[config.mk]
export PLATFORM = sky130hd
export DESIGN_NAME = reorder_queue_output
export DESIGN_NICKNAME = d
export VERILOG_FILES = /design/src/rtl/reorder_queue_output.sv
export SDC_FILE = /design/constraint.sdc
export NUM_CORES = 1
export LEC_CHECK = 0
export ABC_AREA = 1
export CORE_ASPECT_RATIO = 0.7
export CORE_UTILIZATION = 50
export CTS_CLUSTER_DIAMETER = 80
export DETAILED_ROUTE_END_ITERATION = 16
export PLACE_DENSITY_LB_ADDON = 0.1
export RECOVER_POWER = 50
export SLEW_MARGIN = 20
export SYNTH_ARGS = -nofsm -noshare
export SYNTH_HDL_FRONTEND = slang
export SYNTH_SLANG_ARGS = --single-unit
[constraint.sdc]
create_clock -name CLK -period 39.8 [get_ports CLK]
set_input_delay 9.95 -clock CLK [delete_from_list [all_inputs] [get_ports CLK]]
set_output_delay 9.95 -clock CLK [all_outputs]
set_load 0.05 [all_outputs]
[src/rtl/reorder_queue_output.sv]
// rtl/reorder_queue_output.sv - drains finished reorder tags in tag order as engine beats
// Tracks finished tags, reads each head tag's payload from the per-DW banks, then releases the tag.
module reorder_queue_output #(
  parameter int C_PCI_DATA_WIDTH = 128,
  parameter int C_TAG_WIDTH = 5,
  parameter int C_TAG_DW_COUNT_WIDTH = 8,
  parameter int C_DATA_ADDR_STRIDE_WIDTH = 5,
  parameter int C_DATA_ADDR_WIDTH = 10,
  localparam int C_PCI_DATA_WORD = C_PCI_DATA_WIDTH / 32,
  localparam int C_NUM_TAGS = 2 ** C_TAG_WIDTH,
  localparam int C_PCI_DATA_COUNT_WIDTH = $clog2(C_PCI_DATA_WORD + 1)
) (
  input  logic                                         CLK,
  input  logic                                         RST,
  input  logic [C_NUM_TAGS-1:0]                        TAG_FINISH,
  output logic [C_NUM_TAGS-1:0]                        TAG_CLEAR,
  input  logic                                         PKT_VALID,
  input  logic [C_TAG_WIDTH-1:0]                       PKT_TAG,
  input  logic [C_TAG_DW_COUNT_WIDTH-1:0]              PKT_WORDS,
  input  logic                                         PKT_ERR,
  output logic [C_DATA_ADDR_WIDTH*C_PCI_DATA_WORD-1:0] RAM_ADDR,
  input  logic [C_PCI_DATA_WIDTH-1:0]                  RAM_DATA,
  output logic                                         ENG_VALID,
  output logic [C_PCI_DATA_WIDTH-1:0]                  ENG_DATA,
  output logic [C_PCI_DATA_COUNT_WIDTH-1:0]            ENG_DATA_EN,
  output logic                                         ENG_DONE,
  output logic                                         ENG_ERR,
  output logic [C_TAG_WIDTH-1:0]                       ENG_TAG
);

  localparam logic [C_TAG_DW_COUNT_WIDTH-1:0] WORDS_PER_BEAT = C_TAG_DW_COUNT_WIDTH'(C_PCI_DATA_WORD);

  typedef enum logic {IDLE, READ} state_t;

  state_t                            state;
  logic [C_TAG_WIDTH-1:0]            head;
  logic [C_NUM_TAGS-1:0]             finished;
  logic [C_NUM_TAGS-1:0]             err;
  logic [C_TAG_DW_COUNT_WIDTH-1:0]   words [C_NUM_TAGS];
  logic [C_TAG_DW_COUNT_WIDTH-1:0]   remain;
  logic                              last_err;
  logic [C_DATA_ADDR_WIDTH-1:0]      rd_addr;
  logic                              rd_valid;
  logic                              rd_last;
  logic                              rd_err;
  logic [C_PCI_DATA_COUNT_WIDTH-1:0] rd_cnt;
  logic [C_TAG_WIDTH-1:0]            rd_tag;

  logic                              cur_last;
  logic                              drain;
  logic [C_PCI_DATA_COUNT_WIDTH-1:0] cur_cnt;
  logic [C_NUM_TAGS-1:0]             head_onehot;
  logic [C_DATA_ADDR_WIDTH-1:0]      head_base;

  always_comb begin
    cur_last    = remain <= WORDS_PER_BEAT;
    cur_cnt     = cur_last ? C_PCI_DATA_COUNT_WIDTH'(remain) : C_PCI_DATA_COUNT_WIDTH'(C_PCI_DATA_WORD);
    drain       = (state == READ) && cur_last;
    head_onehot = {{(C_NUM_TAGS-1){1'b0}}, 1'b1} << head;
    head_base   = C_DATA_ADDR_WIDTH'({head, {C_DATA_ADDR_STRIDE_WIDTH{1'b0}}});
  end

  // Every bank reads the same row: DW n of a tag sits in bank n mod W, so no rotation is needed.
  assign RAM_ADDR = {C_PCI_DATA_WORD{rd_addr}};

  always_ff @(posedge CLK or posedge RST) begin
    if (RST) begin
      state       <= IDLE;
      head        <= '0;
      finished    <= '0;
      err         <= '0;
      for (int i = 0; i < C_NUM_TAGS; i++) words[i] <= '0;
      remain      <= '0;
      last_err    <= 1'b0;
      rd_addr     <= '0;
      rd_valid    <= 1'b0;
      rd_last     <= 1'b0;
      rd_err      <= 1'b0;
      rd_cnt      <= '0;
      rd_tag      <= '0;
      TAG_CLEAR   <= '0;
      ENG_VALID   <= 1'b0;
      ENG_DATA    <= '0;
      ENG_DATA_EN <= '0;
      ENG_DONE    <= 1'b0;
      ENG_ERR     <= 1'b0;
      ENG_TAG     <= '0;
    end else begin
      TAG_CLEAR <= '0;
      rd_valid  <= 1'b0;

      case (state)
        IDLE: begin
          if (finished[head]) begin
            remain   <= words[head];
            last_err <= err[head];
            rd_addr  <= head_base;
            state    <= READ;
          end
        end
        READ: begin
          rd_valid <= 1'b1;
          rd_cnt   <= cur_cnt;
          rd_last  <= cur_last;
          rd_err   <= last_err;
          rd_tag   <= head;
          if (cur_last) begin
            remain    <= '0;
            rd_addr   <= '0;
            head      <= head + C_TAG_WIDTH'(1);
            TAG_CLEAR <= head_onehot;
            state     <= IDLE;
          end else begin
            remain  <= remain - WORDS_PER_BEAT;
            rd_addr <= rd_addr + C_DATA_ADDR_WIDTH'(1);
          end
        end
        default: state <= IDLE;
      endcase

      // A new finish or packet for the tag being released takes priority over the release.
      if (drain) begin
        words[head] <= '0;
        err[head]   <= 1'b0;
      end
      if (PKT_VALID) begin
        words[PKT_TAG] <= PKT_WORDS;
        err[PKT_TAG]   <= PKT_ERR | (err[PKT_TAG] & ~(drain && (PKT_TAG == head)));
      end
      finished <= (finished & ~(drain ? head_onehot : '0)) | TAG_FINISH;

      ENG_VALID   <= rd_valid;
      ENG_DATA    <= rd_valid ? RAM_DATA : '0;
      ENG_DATA_EN <= rd_valid ? rd_cnt : '0;
      ENG_DONE    <= rd_valid && rd_last;
      ENG_ERR     <= rd_valid && rd_last && rd_err;
      ENG_TAG     <= rd_valid ? rd_tag : '0;
    end
  end

endmodule

# Yosys cells after proc, flatten, opt, wreduce, memory -nomap -nowiden
# Index checks and enable logic that the tools add are counted.
[word_totals]
reg_bits = 527
latch_bits = 0
ram_bits = 0
rom_bits = 0
input_bits = 177
out_inout_bits = 211
elab_cells = 129
n_memories = 0
[classes]
add_sub_neg = 3
n_mul = 0
n_div = 0
n_lt_le_gt_ge = 9
eq_ne = 2
n_shift = 1
n_mux = 40
n_bitwise = 13
reduce_logical = 10
[op_table]
columns = ["op", "count"]
rows = [
  ["256-bit 2-to-1 mux", 2],
  ["256-bit bitwise AND", 1],
  ["256-bit bitwise mux", 1],
  ["256-bit NOT", 1],
  ["32-bit 2-to-1 mux", 5],
  ["128-bit 2-to-1 mux", 1],
  ["8-bit demux with 5-bit select", 2],
  ["32-bit bitwise AND", 2],
  ["32-bit NOT", 2],
  ["8-bit 2-to-1 mux", 6],
  ["8-bit binary-select mux with 5-bit select", 1],
  ["32-bit bitwise mux", 1],
  ["32-bit OR", 1],
  ["1-bit by 5-bit left shift with 32-bit output (first input constant)", 1],
  ["10-bit 2-to-1 mux", 2],
  ["10-bit one-hot mux with 2 select lines", 1],
  ["8-bit one-hot mux with 2 select lines", 1],
  ["1-bit binary-select mux with 5-bit select", 3],
  ["6-bit >= comparator (second input constant)", 2],
  ["5-bit by 6-bit < comparator with 1-bit output (second input constant)", 2],
  ["6-bit by 1-bit < comparator with 1-bit output (second input constant)", 2],
  ["5-bit NOT with 6-bit output", 2],
  ["10-bit by 1-bit adder with 10-bit output (second input constant)", 1],
  ["1-bit demux with 5-bit select", 2],
  ["15 further kinds", 33],
]

# Depth between registers and ports, before layout
[logic_depth]
depth_word = 10
mapped_depth = 15

# Least setup slack after synthesis
# OpenSTA, ideal clock, no wires.
[synth_timing]
path_kind = "input-to-reg"
start = "input PKT_TAG[0]"
end = "register err[20]"
setup_ns = 0.117
t_arrival_ns = 11.071
required_time_ns = 39.683
slack_ns = 28.612
path_stages = 15
n_path_buf = 3
path_cell_list = "buf_4 buf_2 nand2_1 o21ai_0 nand2_1 nand2_1 nand2_1 nand2_1 nor2_1 nand2_1 nand2_1 nand2_1 buf_4 nand2_1 nand2_1"
[synth_via]
elab_chain_len = 7
word_cells_on_any_way = 14
cone_classes = "order compare: 2; eq/ne: 1; mux: 6; bitwise: 3; reduce/logical: 2"
[synth_rtl]
columns = ["item", "line_no", "source"]
rows = [
  ["start: declaration", "18", "input logic [C_TAG_WIDTH-1:0] PKT_TAG,"],
  ["branches (longest 5 deep; another with 5-bit by 6-bit < comparator with 1-bit output)", "n/a", ""],
  ["32-bit bitwise mux (*)", "128", "err[PKT_TAG] <= PKT_ERR | (err[PKT_TAG] & ~(drain && (PKT_TAG == head)));"],
  ["32-bit 2-to-1 mux (*)", "126", "if (PKT_VALID) begin"],
  ["end signal: indexed assignment", "128", ""],
  ["end: declaration", "38", "logic [C_NUM_TAGS-1:0] err;"],
]
# Mark *: on every way between the ends. The select of a mux whose other input is x is not followed.
# A chain may end at the register's enable or synchronous reset.

==> impl_metrics.tcl <==
set metrics [dict create \
    place_hpwl_mm 47.5 \
    critPathRequiredTime_ns 39.48 \
    register_area_sq_um 13200 \
    p_clk_share_pct 24.9 \
    cp.arrival_ns 18.93 \
    ys_ff_latch 527 \
    finalHoldViolCount 0 \
    postCtsResizedCells 0 \
    row_count 66 \
    grt_start_max_net_pins 148 \
    crit_start "RST" \
    drive_gt1_share_pct 4.05 \
    violations "capacitance limit, slew limit" \
    relSlewSlack_pct -405 \
    ys_top_cells_by_area "dfrtp_1, nand3_1, nand2_1" \
    hold_path_class "flop to flop" \
    antenna_found_initial 0 \
    syn-num-nets 3076 \
    die_w_um 263 \
    cpMaxStageDelayCell "clkbuf_1" \
    r2r_cells 12 \
    swShare_pct 41.2 \
    diodes 0 \
    pre_cts_ws_ns 26.67 \
    ant_nets 0 \
    clock_sinks 527 \
    io_pins 388 \
    p_switching_mw 0.868 \
    power.total_mw 2.11 \
    cp_common_cell "clkbuf_1" \
    drt_iter0_drc 2304 \
    place_area_sq_um 27800 \
    seqPwrFrac_pct 35.3 \
    yosysWarnings 0 \
    max_stage_delay_ns 4.00 \
    setup_ws_ns 20.55 \
    cp_top_family "buffers and inverters" \
    die_area_sq_um 48600 \
    final_nets 3354 \
    leakage_nw 15.0 \
    cts.clk_slew.worst_paths_ns 0.06 \
    power_frac_comb_pct 39.8 \
    intPower_mw 1.24 \
    fin_skew_ns 0.0194 \
    hold_ws_ns 0.461 \
    cts_setup_buffers 0 \
    port_buffers 387 \
    ys.flop_type "dfrtp_1" \
    slew_violations 711 \
    r2r_start "head[1]" \
    period_needed_ns 19.25 \
    cts_made_buffers 52 \
    ir_worst_vdd_mv 0.0468 \
    routedWlPerCell_um 18.7 \
    yosysTopAreaCellShare_pct 55.3 \
    first_global_vias 19300 \
    cp_cell_sequence "dlygate4sd3_1 > clkinvlp_2 > clkbuf_1 > clkbuf_1" \
    wl_mm 71.6 \
    synthArstFlopShare_pct 100 \
    yosysTopAreaCell "dfrtp_1" \
    route.detailed.drc 0 \
    fmax_ghz 0.0520 \
    vias 20500 \
    worst_skew_pair.late_latency_ns 0.59 \
    netlist_area_sq_um 23900 \
    fin_crit_sh_pct 48.4 \
    fillers 4019 \
    final_common_cell "nand2_1" \
    outcome "finished with violations" \
    multi_input_area_sq_um 8130 \
    via_per_inst 5.36 \
    cap_violations 9 \
    syn_inst 2890 \
    cts_root_buffer "clkbuf_16" \
    p_per_area_nw_per_um2 71.5 \
    synth_edf_count 0 \
    track_usage_pct 29.6 \
    crit_path_end_kind "asynchronous set/reset pin" \
    critPathMaxFanout 107 \
    h-tree-depth 2 \
    tightestPinTransition_ns 7.57 \
    cp_num_cells 4 \
    crit_end "err[12]" \
    grt_pass1_wl_mm 112 \
    overflow 0 \
    path_class "primary input to asynchronous set/reset pin" \
    fin_area_sq_um 29500 \
    rsz0062_at_grt "false" \
    cts_max_path_buffers 3 \
    design.core.area_sq_um 46700 \
    final_cell_mix "nand2_1, dfrtp_1, nand3_1" \
    postSynthAreaPerCell_sq_um 8.26 \
    synthDistinctLibCells 36 \
    cts_tree "built" \
    setup_viol 0 \
    worst-path-buf-inv 4 \
    hold_buffers 0 \
    timing.setup.tns_ns 0 \
    gp_congestion 0.852 \
    initial_utilization_pct 51.0 \
    rrSetupSlack_ns 31.76 \
    ys_seq_area_share_pct 55.3 \
    dieHeight_um 185 \
    r2r-end "rd_addr[2]" \
    first_pass_iters 5 \
    syn_to_final_growth_pct 23.7 \
    setup.worst_path.start_class "primary input" \
]
## cells by family after synthesis
kind of cell	Yosys count	synth area share, %
compound gates	389	8.72
xor+xnor	7	0.257
buf+inv	602	10.5
flops	527	55.3
simple gates	1356	24.8
fa+ha+maj	9	0.472
## synth_stat cells, types with 12 or more instances
master,n
nand2_1,648
buf_2,47
inv_1,407
nor2_1,138
o21ai_1,45
clkbuf_1,87
nand4_1,13
nand2_2,12
o21ai_0,284
o211ai_1,18
o21bai_1,31
dfrtp_1,527
nand3_1,511
buf_4,37
nor3_1,17
## layer usage
| metal | track usage, % | vias up | wire (um) |
|---|---|---|---|
| met5 | 0 | - | 0 |
| met4 | 6.81 | 0 | 1310 |
| met3 | 6.53 | 92 | 6610 |
| met2 | 44.8 | 816 | 31300 |
| met1 | 43.5 | 9862 | 32300 |
| li1 | - | 9707 | - |
## worst reg2reg max path, delay by kind of cell (launching register included)
family | cells | cell delay [ns]
buffers and inverters | 4 | 4.72
flip-flops | 1 | 1.17
AND/OR/NAND/NOR | 8 | 2.06
## power by group through the flow
stage	combinational (mW)	sequential (mW)	clock [mW]
3_5_place_dp	0.830	0.751	0
2_1_floorplan	0.459	0.871	0
5_1_grt	0.914	0.758	0.555
3_3_place_gp	0.818	0.746	0
4_1_cts	0.833	0.742	0.532
6_report	0.840	0.743	0.525
## layout make-up
type | instances | share of cell area (%)
repair buffers | 410 | 13.6
flip-flops and latches | 527 | 44.7
multi-input cells | 1761 | 27.6
inverters | 416 | 5.30
clock inverters | 19 | 0.941
clock buffers | 78 | 5.25
well taps | 612 | 2.60
## flip-flops by register name (all words and copies together) (netlist names), 5 cells and up
name,count
err,32
head,5
rd_addr,10
remain,8
ENG_DATA,128
TAG_CLEAR,32
ENG_TAG,5
finished,32
words,256
rd_tag,5
## stage by stage
step | std cells | utilization (%)
6_report | 3823 | 63.1
5_1_grt | 3823 | 63.1
4_1_cts | 3822 | 63.3
3_5_place_dp | 3725 | 59.4
3_3_place_gp | 3725 | 59.4
2_1_floorplan | 2890 | -
## worst min path at each step
stage / end / cells past startpoint / from
final: ENG_TAG[2] / 2 / rd_tag[2]
after global routing: ENG_TAG[2] / 2 / rd_tag[2]
after CTS: ENG_TAG[2] / 2 / rd_tag[2]
after detailed placement: ENG_TAG[2] / 2 / rd_tag[2]
after global placement: ENG_TAG[2] / 2 / rd_tag[2]
after floorplan: ENG_VALID / 0 / rd_valid
Power figures use the tool's default switching activity.
